--- config.mk ---
export PLATFORM = sky130hd
export DESIGN_NAME = alu_op_sequencer
export DESIGN_NICKNAME = d
export VERILOG_FILES = /design/src/rtl/alu_pkg.sv /design/src/rtl/alu_operand_regs.sv /design/src/rtl/alu_op_sequencer.sv
export SDC_FILE = /design/constraint.sdc
export NUM_CORES = 1
export LEC_CHECK = 0
export CORE_MARGIN = 1
export CORE_UTILIZATION = 30
export DETAILED_ROUTE_END_ITERATION = 6
export GPL_TIMING_DRIVEN = 1
export PLACE_DENSITY = 0.62
export SLEW_MARGIN = 20
export SYNTH_ARGS = -nofsm -noshare
export SYNTH_HDL_FRONTEND = slang
export SYNTH_SLANG_ARGS = --single-unit
--- constraint.sdc ---
create_clock -name clk -period 3.35 [get_ports clk]
set_input_delay 0.5025 -clock clk [delete_from_list [all_inputs] [get_ports clk]]
set_output_delay 0.5025 -clock clk [all_outputs]
set_load 0.02 [all_outputs]
--- src/rtl/alu_pkg.sv ---
// Shared ALU definitions: select codes, default datapath width and the
// state encoding of the operation sequencer.
package alu_pkg;

    localparam int ALU_WIDTH = 16;

    typedef logic [2:0] alu_op_t;

    localparam alu_op_t ALU_OP_ADD = 3'd0;
    localparam alu_op_t ALU_OP_SUB = 3'd1;
    localparam alu_op_t ALU_OP_AND = 3'd2;
    localparam alu_op_t ALU_OP_OR  = 3'd3;
    localparam alu_op_t ALU_OP_XOR = 3'd4;
    localparam alu_op_t ALU_OP_NOT = 3'd5;
    localparam alu_op_t ALU_OP_SHL = 3'd6;
    localparam alu_op_t ALU_OP_SHR = 3'd7;

    localparam logic [1:0] ST_IDLE  = 2'd0;
    localparam logic [1:0] ST_DRIVE = 2'd1;
    localparam logic [1:0] ST_DONE  = 2'd2;

    // Settle counter wide enough for SETTLE_CYCLES up to 15.
    localparam int SETTLE_CNT_W = 4;

endpackage

--- src/rtl/alu_operand_regs.sv ---
// Operand A/B holding registers loaded from the shared bus; the parent
// gates the load enables so the operands freeze while an operation runs.
module alu_operand_regs
    import alu_pkg::*;
#(
    parameter int WIDTH = ALU_WIDTH
) (
    input  logic             clk,
    input  logic             reset,
    input  logic             load_a,
    input  logic             load_b,
    input  logic [WIDTH-1:0] bus_in,
    output logic [WIDTH-1:0] operand_a,
    output logic [WIDTH-1:0] operand_b
);

    // NOTE: clocked state uses non-blocking (<=) so every register samples
    // pre-edge values; blocking here would create order-dependent races.
    always_ff @(posedge clk) begin
        if (reset) begin
            operand_a <= '0;
            operand_b <= '0;
        end else begin
            if (load_a) operand_a <= bus_in;
            if (load_b) operand_b <= bus_in;
        end
    end

endmodule

--- src/rtl/alu_op_sequencer.sv ---
// Issues one ALU operation per start: drives held operands with an enable
// window of SETTLE_CYCLES, then captures result, carry and zero flags.
module alu_op_sequencer
    import alu_pkg::*;
#(
    parameter int WIDTH         = ALU_WIDTH,
    parameter int SETTLE_CYCLES = 1
) (
    input  logic             clk,
    input  logic             reset,
    input  logic [WIDTH-1:0] bus_in,
    input  logic             load_a,
    input  logic             load_b,
    input  logic             start,
    input  logic [2:0]       op,
    input  logic             use_carry,
    input  logic             set_carry,
    input  logic             clr_carry,
    output logic             busy,
    output logic             done,
    output logic [WIDTH-1:0] result,
    output logic             flag_c,
    output logic             flag_z,
    output logic [WIDTH-1:0] alu_in_1,
    output logic [WIDTH-1:0] alu_in_2,
    output logic [2:0]       alu_select,
    output logic             alu_enable,
    output logic             alu_carry_in,
    input  logic [WIDTH-1:0] alu_data,
    input  logic             alu_carry_out,
    input  logic             alu_zero_flag
);

    localparam logic [SETTLE_CNT_W-1:0] CNT_INIT = SETTLE_CNT_W'(SETTLE_CYCLES - 1);

    logic [1:0]              state;
    logic [SETTLE_CNT_W-1:0] settle_cnt;
    logic                    use_carry_q;
    logic                    idle;

    assign idle = (state == ST_IDLE);

    alu_operand_regs #(.WIDTH(WIDTH)) u_operand_regs (
        .clk       (clk),
        .reset     (reset),
        .load_a    (load_a & idle),
        .load_b    (load_b & idle),
        .bus_in    (bus_in),
        .operand_a (alu_in_1),
        .operand_b (alu_in_2)
    );

    always_ff @(posedge clk) begin
        if (reset) begin
            state       <= ST_IDLE;
            settle_cnt  <= '0;
            alu_select  <= '0;
            use_carry_q <= 1'b0;
            result      <= '0;
            flag_c      <= 1'b0;
            flag_z      <= 1'b0;
        end else begin
            case (state)
                ST_IDLE: begin
                    // Forcing happens on the start edge too, so the op sees it.
                    if (clr_carry)      flag_c <= 1'b0;
                    else if (set_carry) flag_c <= 1'b1;
                    if (start) begin
                        alu_select  <= op;
                        use_carry_q <= use_carry;
                        settle_cnt  <= CNT_INIT;
                        state       <= ST_DRIVE;
                    end
                end
                ST_DRIVE: begin
                    if (settle_cnt == '0) begin
                        result <= alu_data;
                        flag_c <= alu_carry_out;
                        flag_z <= alu_zero_flag;
                        state  <= ST_DONE;
                    end else begin
                        settle_cnt <= settle_cnt - 1'b1;
                    end
                end
                ST_DONE: state <= ST_IDLE;
                default: state <= ST_IDLE;
            endcase
        end
    end

    // NOTE: every output gets a default before the case so no path leaves
    // a signal unassigned, which would otherwise infer a latch.
    always_comb begin
        busy       = 1'b0;
        done       = 1'b0;
        alu_enable = 1'b0;
        case (state)
            ST_DRIVE: begin
                busy       = 1'b1;
                alu_enable = 1'b1;
            end
            ST_DONE: begin
                busy = 1'b1;
                done = 1'b1;
            end
            default: ;
        endcase
    end

    assign alu_carry_in = use_carry_q & flag_c;

endmodule
==> flow_summary.yaml <==
timing:
  finalHoldViolations: 0
  max_slew_margin_pct: 56.2
  finalMaxSlewViolations: 0
  fin_crit_sh_pct: 68.5
  fmaxAchievable_mhz: 436
  rsz0062_at_grt: "false"
  setup_tns_ns: 0
  tightest_slew_ns: 0.656
  clock-skew-final_ns: 0.00904
  whs_ns: 0.453
  setup_violations: 0
  period_minus_slack_ns: 2.29
setup_path:
  critPathMaxFanout: 12
  r2r_end: "settle_cnt[2]$_SDFFE_PP0P_"
  cp-startpoint: "state[1]$_SDFFE_PP0P_"
  required_ns: 2.85
  worstPathArrival_ns: 1.79
  criticalPathCategory: "reg2out"
  startpoint_type: "register"
  r2r_slack_ns: 1.27
  reg2regPathDepth: 5
  cp-endpoint: "alu_enable"
  r2r-start: "state[1]$_SDFFE_PP0P_"
  end_kind: "output pin"
grt:
  grt_usage_pct: 16.3
  grt_first_pass_wirelength_um: 10800
  gr-usage-met2_pct: 26.3
  grt_pass1_vias: 2216
  grt_use_met3_pct: 3.02
  grt_max_degree: 38
  met1_usage_pct: 20.5
  grt_overflow_total: 0
  antenna_found_initial: 0
  grt-busiest-layer: "met2"
final_layout:
  antennaDiodeCount: 0
  fin_util_pct: 47.3
  area_growth_pct: 52.9
  layout.nets: 444
  finalNonFillerCells: 501
  drive_gt1_share_pct: 4.76
synth:
  yosysSeqAreaShare_pct: 50.5
  syn_inst: 302
  syn-num-nets: 352
  synth_area_mm2: 0.00238
  ys_seq_elements: 60
  yosysWarnings: 0
  syn_area_per_cell_um2: 7.87
  ys_types: 32
clocking:
  insertion_delay_ns: 0.33
  cts_tree: "built"
  clockRootBuffer: "clkbuf_8"
  post_cts_buffers: 0
  cts_sinks: 60
  hold_buffers: 0
  cts.repair.resized: 0
  cts_buffer_depth: 2
  htree_levels: 3
  path_clk_slew_ns: 0.07
  numCtsBuffers: 9
die:
  rows: 32
  dieHeight_um: 91.0
  die_area_mm2: 0.00828
  initial_core_util_pct: 30.9
  die_w_um: 91.0
  core-area_mm2: 0.00769
  io_pins: 102
placement:
  place_hpwl_um: 4440
  gp_congestion: 0.783
  numPortBuffers: 101
  placed_cells: 485
hold_path:
  worstHoldPathType: "reg2reg"
  hp-start: "u_operand_regs.operand_b[9]$_SDFFE_PP0P_"
routing:
  vias: 2322
  firstDrtPassIters: 4
  drt-total-wl_um: 6470
  wl_per_cell_um: 12.9
  vias_per_cell: 4.63
  ant_nets: 0
  drc: 0
  first_iter_violations: 89
power_and_ir_drop:
  p_per_area_mw_per_mm2: 539
  peakVddDrop_mv: 0.252
  p_leak_uw: 0.00131
outcome:
  outcome: "finished clean"
flow_run:
  drv_cap: 0
[cell usage in the layout, fill, tap and decap left out, types with 3 or more instances in the layout]
cell             instances
a21oi_1                 56
a31oi_1                  4
and2_1                   4
clkbuf_8                11
clkdlybuf4s50_1        100
dfxtp_1                 60
ha_1                     5
inv_1                    8
nand2_1                107
nand3_1                  5
nor2b_1                  4
nor3b_1                  3
o21ai_0                  4
[through the flow]
stage / total power, uW / instance area [um^2] / setup slack, ns
2_1_floorplan: 1100 / 2380 / 1.61
3_3_place_gp: 1320 / 3430 / 1.32
3_5_place_dp: 1320 / 3430 / 1.26
4_1_cts: 1980 / 3630 / 1.04
5_1_grt: 2070 / 3630 / 0.988
6_report: 1960 / 3630 / 1.06
[worst min path at each step]
| stage | to | depth (start not counted) | slack [ns] |
|---|---|---|---|
| floorplan | use_carry_q$_SDFFE_PP0P_ | 2 | 0.43 |
| global placement | u_operand_regs.operand_a[9]$_SDFFE_PP0P_ | 2 | 0.44 |
| detailed placement | u_operand_regs.operand_b[9]$_SDFFE_PP0P_ | 2 | 0.45 |
| CTS | u_operand_regs.operand_a[15]$_SDFFE_PP0P_ | 2 | 0.46 |
| global route | u_operand_regs.operand_b[11]$_SDFFE_PP0P_ | 2 | 0.47 |
| finish | u_operand_regs.operand_b[9]$_SDFFE_PP0P_ | 2 | 0.45 |
[critical path, stage by stage, from the launching register on]
cell	delay, ns
dfxtp_1	0.33
inv_1	0.08
ha_1	0.37
clkdlybuf4s50_1	0.68
[per-layer routing]
layer,routed length (um),vias to the layer above
met5,0,-
li1,-,1185
met2,2960,55
met4,172,0
met3,257,13
met1,3080,1069
[report_power, final]
part | switching (uW) | internal, uW | total [uW]
sequential | 35.1 | 778 | 813
combinational | 271 | 219 | 490
clock | 275 | 382 | 657
total | 581 | 1380 | 1960
[logic make-up after synthesis]
group           count (synthesis)  share of synthesized area, %
buf+inv                        29                          4.89
flops                          60                          50.5
fa+ha+maj                       5                          2.63
mux                             1                         0.421
simple gates                  133                          24.4
compound gates                 74                          17.2
[registers in the layout, summed over array words and instances, names as in the netlist]
register / cells
flag_c: 1
alu_select: 3
flag_z: 1
u_operand_regs.operand_a: 16
result: 16
state: 2
u_operand_regs.operand_b: 16
settle_cnt: 4
use_carry_q: 1
[layout make-up]
class / instances / area [um^2]
Tap cell: 102 / 128
Inverter: 8 / 30.0
Multi-Input combinational cell: 213 / 1060
Fill cell: 768 / 4050
Clock inverter: 4 / 47.5
Timing Repair Buffer: 102 / 1010
Sequential cell: 60 / 1200
Clock buffer: 12 / 155
[cell usage after synthesis]
library cell  number  share of area, %
buf_1              4              0.63
buf_2              6               1.3
o2111ai_1          2              0.74
nand2_1          107                17
o21bai_1           1              0.32
or3b_2             1              0.37
nor2_1             1              0.16
a21oi_1           56                12
a221oi_1           1              0.37
clkbuf_1          11               1.7
o31a_1             1              0.37
and3b_1            1              0.37
nor2b_1            4               1.1
a31oi_1            4               1.1
nand3_1            5               1.1
or4_1              2              0.63
nand2b_1           1              0.26
and2b_1            1              0.32
o31ai_1            1              0.32
ha_1               5               2.6
o311ai_0           1              0.37
inv_1              8               1.3
mux2i_1            1              0.42
or3_1              1              0.26
or4bb_1            1              0.47
dfxtp_1           60                51
a32oi_1            1              0.37
and2_1             4               1.1
nor3b_1            3              0.95
o21ai_0            4              0.84
a211oi_1           2              0.63
and4bb_2           1              0.53
Power figures use the tool's default switching activity.
